<file path="src/rtl/npc_pkg.sv">
// Shared types and sizes for the writeback-stage register file and its arbiter.
package npc_pkg;

  localparam int XLEN   = 32;
  localparam int NREG   = 32;
  localparam int REG_AW = 5;

  typedef struct packed {
    logic [REG_AW-1:0] rd;
    logic [XLEN-1:0]   data;
    logic [XLEN-1:0]   pc;
  } wb_req_t;

  typedef enum logic {
    PRIO_EXU = 1'b0,
    PRIO_LSU = 1'b1
  } prio_e;

endpackage

</file>
<file path="src/rtl/regfile_wb_arb_if.sv">
// Writeback request bundle for the EXU and LSU requesters sharing one write port.
interface regfile_wb_arb_if;
  import npc_pkg::*;

  logic              exu_wb_valid;
  logic              exu_wb_ready;
  logic [REG_AW-1:0] exu_wb_rd;
  logic [XLEN-1:0]   exu_wb_data;
  logic [XLEN-1:0]   exu_wb_pc;

  logic              lsu_wb_valid;
  logic              lsu_wb_ready;
  logic [REG_AW-1:0] lsu_wb_rd;
  logic [XLEN-1:0]   lsu_wb_data;
  logic [XLEN-1:0]   lsu_wb_pc;

  modport master (
    output exu_wb_valid, exu_wb_rd, exu_wb_data, exu_wb_pc,
    output lsu_wb_valid, lsu_wb_rd, lsu_wb_data, lsu_wb_pc,
    input  exu_wb_ready, lsu_wb_ready
  );

  modport slave (
    input  exu_wb_valid, exu_wb_rd, exu_wb_data, exu_wb_pc,
    input  lsu_wb_valid, lsu_wb_rd, lsu_wb_data, lsu_wb_pc,
    output exu_wb_ready, lsu_wb_ready
  );

endinterface

</file>
<file path="src/rtl/rr_arb2.sv">
// Two-requester round-robin arbiter; bit 0 is EXU, bit 1 is LSU.
//   state    | meaning
//   PRIO_EXU | EXU wins a tie
//   PRIO_LSU | LSU wins a tie
module rr_arb2
  import npc_pkg::*;
(
  input  logic       clk,
  input  logic       rst,
  input  logic [1:0] req,
  input  logic       hold,
  output logic [1:0] gnt
);

  prio_e      prio_q;
  prio_e      prio_d;
  logic [1:0] elig;

  always_ff @(posedge clk or posedge rst) begin
    if (rst) prio_q <= PRIO_EXU;
    else     prio_q <= prio_d;
  end

  always_comb begin
    gnt    = 2'b00;
    prio_d = prio_q;
    elig   = req & {2{~hold}};
    case (elig)
      2'b01:   gnt = 2'b01;
      2'b10:   gnt = 2'b10;
      2'b11:   gnt = (prio_q == PRIO_EXU) ? 2'b01 : 2'b10;
      default: gnt = 2'b00;
    endcase
    // pointer passes to whoever lost (or did not ask)
    if (gnt[0])      prio_d = PRIO_LSU;
    else if (gnt[1]) prio_d = PRIO_EXU;
  end

endmodule

</file>
<file path="src/rtl/regfile_wb_arb.sv">
// Integer register file with one arbitrated write port, a commit record for the
// difftest checker, and the whole architectural state exported as a flat bus.
module regfile_wb_arb
  import npc_pkg::*;
(
  input  logic                   clk,
  input  logic                   rst,
  regfile_wb_arb_if.slave        wb,
  input  logic                   diff_hold,
  input  logic [REG_AW-1:0]      raddr1,
  input  logic [REG_AW-1:0]      raddr2,
  output logic [XLEN-1:0]        rdata1,
  output logic [XLEN-1:0]        rdata2,
  output logic [NREG*XLEN-1:0]   rf_flat,
  output logic                   commit_valid,
  output logic [XLEN-1:0]        commit_pc,
  output logic [REG_AW-1:0]      commit_rd,
  output logic [63:0]            commit_cnt
);

  logic [XLEN-1:0] rf [NREG];
  logic [1:0]      gnt;
  logic            wr_en;
  wb_req_t         exu_req;
  wb_req_t         lsu_req;
  wb_req_t         win_req;

  assign exu_req = '{rd: wb.exu_wb_rd, data: wb.exu_wb_data, pc: wb.exu_wb_pc};
  assign lsu_req = '{rd: wb.lsu_wb_rd, data: wb.lsu_wb_data, pc: wb.lsu_wb_pc};

  rr_arb2 u_arb (
    .clk  (clk),
    .rst  (rst),
    .req  ({wb.lsu_wb_valid, wb.exu_wb_valid}),
    .hold (diff_hold),
    .gnt  (gnt)
  );

  assign wb.exu_wb_ready = gnt[0];
  assign wb.lsu_wb_ready = gnt[1];
  assign wr_en           = |gnt;
  assign win_req         = gnt[1] ? lsu_req : exu_req;

  // x0 is never written, so a commit to rd 0 leaves storage untouched
  always_ff @(posedge clk or posedge rst) begin
    if (rst) begin
      for (int i = 0; i < NREG; i++) rf[i] <= '0;
    end else if (wr_en && (win_req.rd != '0)) begin
      rf[win_req.rd] <= win_req.data;
    end
  end

  always_ff @(posedge clk or posedge rst) begin
    if (rst) begin
      commit_valid <= 1'b0;
      commit_pc    <= '0;
      commit_rd    <= '0;
      commit_cnt   <= '0;
    end else begin
      commit_valid <= wr_en;
      if (wr_en) begin
        commit_pc  <= win_req.pc;
        commit_rd  <= win_req.rd;
        commit_cnt <= commit_cnt + 64'd1;
      end
    end
  end

  // no write bypass: a same-cycle read sees the pre-write value
  assign rdata1 = (raddr1 == '0) ? '0 : rf[raddr1];
  assign rdata2 = (raddr2 == '0) ? '0 : rf[raddr2];

  for (genvar i = 0; i < NREG; i++) begin : g_flat
    if (i == 0) begin : g_zero
      assign rf_flat[0 +: XLEN] = '0;
    end else begin : g_reg
      assign rf_flat[i*XLEN +: XLEN] = rf[i];
    end
  end

endmodule

</file>
<file path="src/flat_wrapper.sv">
// flat-port wrapper written by rule: the top's interface ports become plain ports
module regfile_wb_arb_flat import npc_pkg::*;
  (clk, rst, diff_hold, raddr1, raddr2, rdata1, rdata2, rf_flat, commit_valid, commit_pc, commit_rd, commit_cnt, wb_exu_wb_valid, wb_exu_wb_rd, wb_exu_wb_data, wb_exu_wb_pc, wb_lsu_wb_valid, wb_lsu_wb_rd, wb_lsu_wb_data, wb_lsu_wb_pc, wb_exu_wb_ready, wb_lsu_wb_ready);
  regfile_wb_arb_if wb_i ();
  input  logic clk;
  input  logic rst;
  input  logic diff_hold;
  input  logic [REG_AW-1:0] raddr1;
  input  logic [REG_AW-1:0] raddr2;
  output logic [XLEN-1:0] rdata1;
  output logic [XLEN-1:0] rdata2;
  output logic [NREG*XLEN-1:0] rf_flat;
  output logic commit_valid;
  output logic [XLEN-1:0] commit_pc;
  output logic [REG_AW-1:0] commit_rd;
  output logic [63:0] commit_cnt;
  input wire logic [$bits(wb_i.exu_wb_valid)-1:0] wb_exu_wb_valid;
  input wire logic [$bits(wb_i.exu_wb_rd)-1:0] wb_exu_wb_rd;
  input wire logic [$bits(wb_i.exu_wb_data)-1:0] wb_exu_wb_data;
  input wire logic [$bits(wb_i.exu_wb_pc)-1:0] wb_exu_wb_pc;
  input wire logic [$bits(wb_i.lsu_wb_valid)-1:0] wb_lsu_wb_valid;
  input wire logic [$bits(wb_i.lsu_wb_rd)-1:0] wb_lsu_wb_rd;
  input wire logic [$bits(wb_i.lsu_wb_data)-1:0] wb_lsu_wb_data;
  input wire logic [$bits(wb_i.lsu_wb_pc)-1:0] wb_lsu_wb_pc;
  output wire logic [$bits(wb_i.exu_wb_ready)-1:0] wb_exu_wb_ready;
  output wire logic [$bits(wb_i.lsu_wb_ready)-1:0] wb_lsu_wb_ready;
  assign wb_i.exu_wb_valid = wb_exu_wb_valid;
  assign wb_i.exu_wb_rd = wb_exu_wb_rd;
  assign wb_i.exu_wb_data = wb_exu_wb_data;
  assign wb_i.exu_wb_pc = wb_exu_wb_pc;
  assign wb_i.lsu_wb_valid = wb_lsu_wb_valid;
  assign wb_i.lsu_wb_rd = wb_lsu_wb_rd;
  assign wb_i.lsu_wb_data = wb_lsu_wb_data;
  assign wb_i.lsu_wb_pc = wb_lsu_wb_pc;
  assign wb_exu_wb_ready = wb_i.exu_wb_ready;
  assign wb_lsu_wb_ready = wb_i.lsu_wb_ready;
  regfile_wb_arb u_core (.clk(clk), .rst(rst), .wb(wb_i), .diff_hold(diff_hold), .raddr1(raddr1), .raddr2(raddr2), .rdata1(rdata1), .rdata2(rdata2), .rf_flat(rf_flat), .commit_valid(commit_valid), .commit_pc(commit_pc), .commit_rd(commit_rd), .commit_cnt(commit_cnt));
endmodule
</file>
<file path="config.mk">
export PLATFORM = sky130hd
export DESIGN_NAME = regfile_wb_arb_flat
export DESIGN_NICKNAME = d
export VERILOG_FILES = /design/src/rtl/npc_pkg.sv /design/src/rtl/regfile_wb_arb_if.sv /design/src/rtl/rr_arb2.sv /design/src/rtl/regfile_wb_arb.sv /design/src/flat_wrapper.sv
export SDC_FILE = /design/constraint.sdc
export NUM_CORES = 2
export LEC_CHECK = 0
export BUFFER_PORTS_ARGS = -buffer_cell sky130_fd_sc_hd__buf_2
export CORE_AREA = 4 4 515 517
export DETAILED_ROUTE_END_ITERATION = 8
export DIE_AREA = 0 0 519 521
export PLACE_DENSITY = 0.52
export RECOVER_POWER = 50
export SLEW_MARGIN = 5
export SYNTH_ARGS = -nofsm -noshare
export SYNTH_HDL_FRONTEND = slang
export SYNTH_SLANG_ARGS = --single-unit
</file>
<file path="constraint.sdc">
create_clock -name clk -period 119.6 [get_ports clk]
set_input_delay 23.92 -clock clk [delete_from_list [all_inputs] [get_ports clk]]
set_output_delay 23.92 -clock clk [all_outputs]
set_load 0.05 [all_outputs]
</file>
Word level (Yosys, flattened, before mapping)
Cells that the tools add are included.
{"block": "totals", "regBits": 1127, "inputBits": 153, "output_inout_bits": 1192, "word_cells": 73}
{"block": "classes", "addsub": 1, "n_lt_le_gt_ge": 4, "n_eq_ne": 3, "mux": 16, "n_bitwise": 5, "n_reduce_logical": 7}
{"op": "bitwise mux 1024 bit", "n": 1}
{"op": "binary-select mux 32 bit (select 5 bit)", "n": 2}
{"op": "2-to-1 mux 32 bit", "n": 7}
{"op": "demux 32 bit (select 5 bit)", "n": 1}
{"op": "2-to-1 mux 69 bit", "n": 1}
{"op": "adder 64 x 1 -> 64 bit (second input constant)", "n": 1}
{"op": "greater-or-equal comparator 6 bit (second input constant)", "n": 3}
{"op": "inverter 5 -> 6 bit", "n": 3}
{"op": "logical NOT 5 bit", "n": 2}
{"op": "< comparator 6 x 1 -> 1 bit (second input constant)", "n": 1}
{"op": "one-hot mux 2 bit (3 select lines)", "n": 1}
{"op": "nonzero test 5 bit", "n": 1}
{"op": "equality test 2 bit (second input constant)", "n": 2}
{"op": "bitwise AND 2 bit", "n": 1}
{"op": "equality test 2 x 1 -> 1 bit (second input constant)", "n": 1}
{"op": "logical AND 1 bit", "n": 2}
{"op": "2-to-1 mux 1 bit", "n": 2}
{"op": "2-to-1 mux 2 bit", "n": 1}
{"op": "nonzero test 2 bit", "n": 1}
{"op": "OR reduction 2 bit", "n": 1}
{"op": "inverter 1 bit", "n": 1}

Logic depth before layout (Yosys ltp)
{"block": "depth", "depth_word": 11, "mapped_depth": 10, "mapped_depth_nobuf": 6}

Modules after synthesis
Synthesis repeated with hierarchy kept, for this count alone.
{"block": "unflattened", "hier_cells": 6339, "hier_area_um2": 65156.2}
{"mod": "regfile_wb_arb", "n_inst": 1, "cells_per_inst": 6330, "area_per_inst_um2": 65074.9, "seq_area_each_um2": 28177.0}
{"mod": "rr_arb2", "n_inst": 1, "cells_per_inst": 9, "area_per_inst_um2": 81.3, "seq_area_each_um2": 25.0}

Least setup slack after synthesis
OpenSTA, ideal clock, no wires.
{"block": "synth_path", "kind": "input to output", "startpoint": "in raddr2[0]", "endpoint": "out rdata2[12]", "arrival_time_ps": 26675, "required_time_ps": 95680, "path_slack_ps": 69005, "cell_stages": 10, "n_path_buf": 6, "cell_sequence": "buf_2 -> buf_2 -> buf_2 -> buf_2 -> buf_2 -> buf_2 -> nand2_1 -> a21oi_1 -> a21oi_1 -> a221oi_1"}
{"block": "synth_via", "elab_chain_len": 5, "elab_cells_between_ends": 6, "cone_classes": "4 x mux; 1 x bitwise; 1 x reduce/logical"}
{"element": "start, declared", "line_no": "flat_wrapper.sv:9", "rtl": "input logic [REG_AW-1:0] raddr2;"}
{"element": "inverter 5 -> 6 bit (implied by the code)", "line_no": "regfile_wb_arb.sv:71", "rtl": "assign rdata2 = (raddr2 == '0) ? '0 : rf[raddr2];"}
{"element": "binary-select mux 32 bit (select 5 bit)", "line_no": "regfile_wb_arb.sv:71"}
{"element": "2-to-1 mux 32 bit (implied by the code) (2 in series)", "line_no": "regfile_wb_arb.sv:71"}
{"element": "2-to-1 mux 32 bit *", "line_no": "regfile_wb_arb.sv:71"}
{"element": "end, declared", "line_no": "flat_wrapper.sv:11", "rtl": "output logic [XLEN-1:0] rdata2;"}
Mark *: on every way between the ends. The rest lies on a longest branch, timed or not. The select of a mux whose other input is x is not followed.

Final worst setup path
{"block": "layout_path", "startpoint": "in raddr1[0]", "endpoint": "out rdata1[2]"}
{"block": "layout_via", "elab_chain_len": 5, "elab_cells_between_ends": 6, "cone_classes": "4 x mux; 1 x bitwise; 1 x reduce/logical"}
{"element": "start, declared", "line_no": "flat_wrapper.sv:8", "rtl": "input logic [REG_AW-1:0] raddr1;"}
{"element": "inverter 5 -> 6 bit (implied by the code)", "line_no": "regfile_wb_arb.sv:70", "rtl": "assign rdata1 = (raddr1 == '0) ? '0 : rf[raddr1];"}
{"element": "binary-select mux 32 bit (select 5 bit)", "line_no": "regfile_wb_arb.sv:70"}
{"element": "2-to-1 mux 32 bit (implied by the code) (2 in series)", "line_no": "regfile_wb_arb.sv:70"}
{"element": "2-to-1 mux 32 bit *", "line_no": "regfile_wb_arb.sv:70"}
{"element": "end, declared", "line_no": "flat_wrapper.sv:10", "rtl": "output logic [XLEN-1:0] rdata1;"}
Marked as above.

==> results.toml <==
[floorplanning]
ioPinCount = 1345
area_of_the_placeable_core_um2 = 261000
fp.dieH_um = 521
dieWidth_um = 519
std_cell_rows = 188
fp.dieArea_um2 = 270000
initial_utilization = 0.253

[clock_network]
numCtsBuffers = 137
post_cts.resized_instances = 0
numClockSinks = 1096
ctsHoldBuffers = 0
tritoncts_clock_tree = "yes"
root_buffer = "sky130_fd_sc_hd__clkbuf_16"
cts.clk_slew.worst_paths_ns = 0.06
clockBufferDepth = 3
post_cts.repair.setup_buffers = 0
clk-insertion-delay-late_ns = 0.78
ctsHtreeMaxLevel = 4

[route]
detailroute.wirelength.met3_mm = 36.2
detail_route.wirelength_mm = 331
metal1_wirelength_mm = 123
detail-route-antenna-nets = 0
wl_per_cell_um = 38.0
via_to_cell_ratio = 5.29
detailroute.via_count = 46100
maxUsedRoutingLayer = "met5"
met2RoutedLength_mm = 152
drt_drc_violations_left = 0
drt_iter0_markers = 4537
drt_pre_antenna_iters = 7

[yosys]
synthTopCellsByCount = "sky130_fd_sc_hd__dfrtp_1 (1096), sky130_fd_sc_hd__buf_4 (1034), sky130_fd_sc_hd__mux2_2 (966)"
synthesis.yosys.warnings = 0
ys_seq_elements = 1096
yosysTopAreaCellShare = 0.415
synthesis.instances = 5004
yosys_most_used_dff = "sky130_fd_sc_hd__dfrtp_1"
synth_area_um2 = 66100
synth_top_cells_by_area = "sky130_fd_sc_hd__dfrtp_1 (42%), sky130_fd_sc_hd__mux4_2 (17%), sky130_fd_sc_hd__mux2_2 (16%), sky130_fd_sc_hd__buf_4 (12%), sky130_fd_sc_hd__mux2_1 (2.8%)"
synthArstFlopShare = 1.00
synth_area_per_cell_um2 = 13.2
post_synth_num_cell_types = 54
netlist.top_cell.by_area = "sky130_fd_sc_hd__dfrtp_1"
synth.yosys.seq_area_share = 0.415
synth_most_common_cell = "sky130_fd_sc_hd__dfrtp_1"
synth_edf_count = 0

[timing]
final_min_period_over_clock_period = 0.442
max_freq_mhz = 18.9
setup_violations = 0
skew_final_ns = 0.0293
timing.final.ws_setup_ns = 66.76
setup_repair_after_global_routing_missed_its_margin = "no"
drv_slew = 608
final.hold.worst_slack_ns = 0.426
slew-limit-headroom = -4.79
setup_total_negative_slack_ns = 0
timing.final.hold_violations = 0
worst_slew_pin_slew_ns = 8.69
finalWorstPathRequiredPeriod_ns = 52.84

[power]
power_leakage_nw = 30.4
irDropWorstVdd_uv = 15.3
pwr_density_cell_nw_per_um2 = 23.4

[cells_and_area]
finalNetCount = 5310
drive_above_1_share = 0.390
sequential_cell_area_um2 = 27400
footprint_of_the_multi_input_gates_um2 = 29200
layout.core_utilization = 0.276
final_instance_count_without_filler_cells = 8710
flow.area_growth_from_synthesis_pct = 8.92
n_fill_cell = 27300

[setup_path]
worst-setup-path-type = "primary input to output port"
critical_path.most_common_cell = "sky130_fd_sc_hd__buf_4"
critPathLaunchType = "primary input"
cp-end-kind = "output port"
cp_max_stage_cell = "sky130_fd_sc_hd__buf_4"
cell_breakdown_of_the_critical_path = "buf_8 > buf_4 > buf_4 > buf_4 > buf_4 > mux4_2 > mux4_2 > inv_1 > a221oi_1 > buf_2"
worstReg2RegStart = "u_core.u_arb.prio_q"
cp.arrival_ns = 28.92
reg2reg_slack_ns = 112.35
required_ns = 95.68
critical_path.max_fanout = 53
r2r_end = "u_core.rf_flat[41]"
critical_path.max_stage_delay_ns = 0.73
reg2reg_depth = 7

[placed_design]
total_half_perimeter_wirelength_after_legalization_and_detailed_placement_mm = 243
dpl_worst_slack_ns = 66.63
place.detailed.instances = 8437
globalplace.congestion = 0.937
placement.io_buffers = 1312

[global_routing]
grt_start_max_net_pins = 163
grt_pass1_wl_mm = 441
grt_antenna_before_repair = 70
grt_use_total = 0.237
gr-total-overflow = 0
via_count_of_the_first_global_routing_pass = 46100

[flow_run]
timing.max_cap.violations = 9

[worst_hold_path]
timing.hold.worst_path_depth = 0
whs_endpoint = "u_core.rf[1022]"
hold_path.class = "flop to flop"
worst_hold_startpoint = "u_core.rf[1022]"

[outcome]
status = "complete, but fails checks"
violations = "max-capacitance violations, max-slew violations"
-- stage by stage --
step	cell area, um^2	power (mW)
CTS	73300	1.71
floorplan	66200	1.15
global placement	68700	1.27
detailed placement	68700	1.28
global route	71900	1.74
finish	72000	1.68
-- critical path: cells and delay by family --
| kind | cells | cell delay, ns |
|---|---|---|
| AOI/OAI and AO/OA | 1 | 0.14 |
| buffers and inverters | 7 | 3.46 |
| muxes | 2 | 1.13 |
-- per-layer routing --
layer / vias up / track usage
li1: 17600 / -
met1: 24900 / 0.282
met2: 2833 / 0.379
met3: 680 / 0.0906
met4: 34 / 0.108
met5: - / 0.00176
-- worst max-delay path by stage --
stage	end	slack [ns]	start
6_report	rdata1[2]	66.76	raddr1[0]
5_1_grt	rdata1[2]	66.39	raddr1[0]
4_1_cts	rdata1[2]	66.63	raddr1[0]
3_5_place_dp	rdata1[2]	66.63	raddr1[0]
3_3_place_gp	rdata1[2]	66.66	raddr1[0]
2_1_floorplan	u_core.commit_cnt[0]	64.82	rst
-- final cells by class --
cell class,count,area share
Multi-Input combinational cell,2411,0.405
Clock inverter,47,0.00834
Sequential cell,1096,0.381
Antenna cell,27,0.000939
Tap cell,3420,0.0594
Clock buffer,199,0.0558
Timing Repair Buffer,1417,0.0847
Inverter,93,0.00487
-- power breakdown --
group | switching [mW] | total [mW] | leakage, nW | internal [mW]
Clock | 0.182 | 0.429 | 2.27 | 0.247
Combinational | 0.514 | 0.694 | 13.8 | 0.180
Sequential | 0.106 | 0.559 | 14.3 | 0.453
Total | 0.802 | 1.68 | 30.4 | 0.880
-- layout by cell type (no fill, tap or decap), drive strengths merged, types with 27 or more instances in the layout --
cell type,instances
nor3,43
dfrtp,1096
o22ai,42
mux4,512
xor2,33
a21oi,97
nand3,29
nand2,116
mux2i,46
clkbuf,1302
inv,98
clkinv,34
a221oi,36
o21ai,72
buf,314
xnor2,30
conb,32
diode,27
mux2,1129
-- logic make-up (layout without fill, tap and decap cells) --
kind of cell	after synthesis	count (layout)	synth area share
flip-flops	1096	1096	0.415
adder cells (fa/ha/maj)	1	1	0.000189
multiplexers	1687	1687	0.374
XOR/XNOR	63	63	0.00835
AND/OR/NAND/NOR	328	328	0.0264
AO/OA/AOI/OAI	300	300	0.0278
other	1	59	0.0000567
buffers and inverters	1528	1756	0.148
-- state kept, by name (all words and copies together) (netlist names) --
| name | count |
|---|---|
| u_core.rf_flat | 992 |
| u_core.commit_cnt | 64 |
| u_core.commit_pc | 32 |
| u_core.commit_rd | 5 |
| u_core.commit_valid | 1 |
| u_core.rf | 1 |
| u_core.u_arb.prio_q | 1 |
No activity file was read; power rests on OpenSTA's default activity.
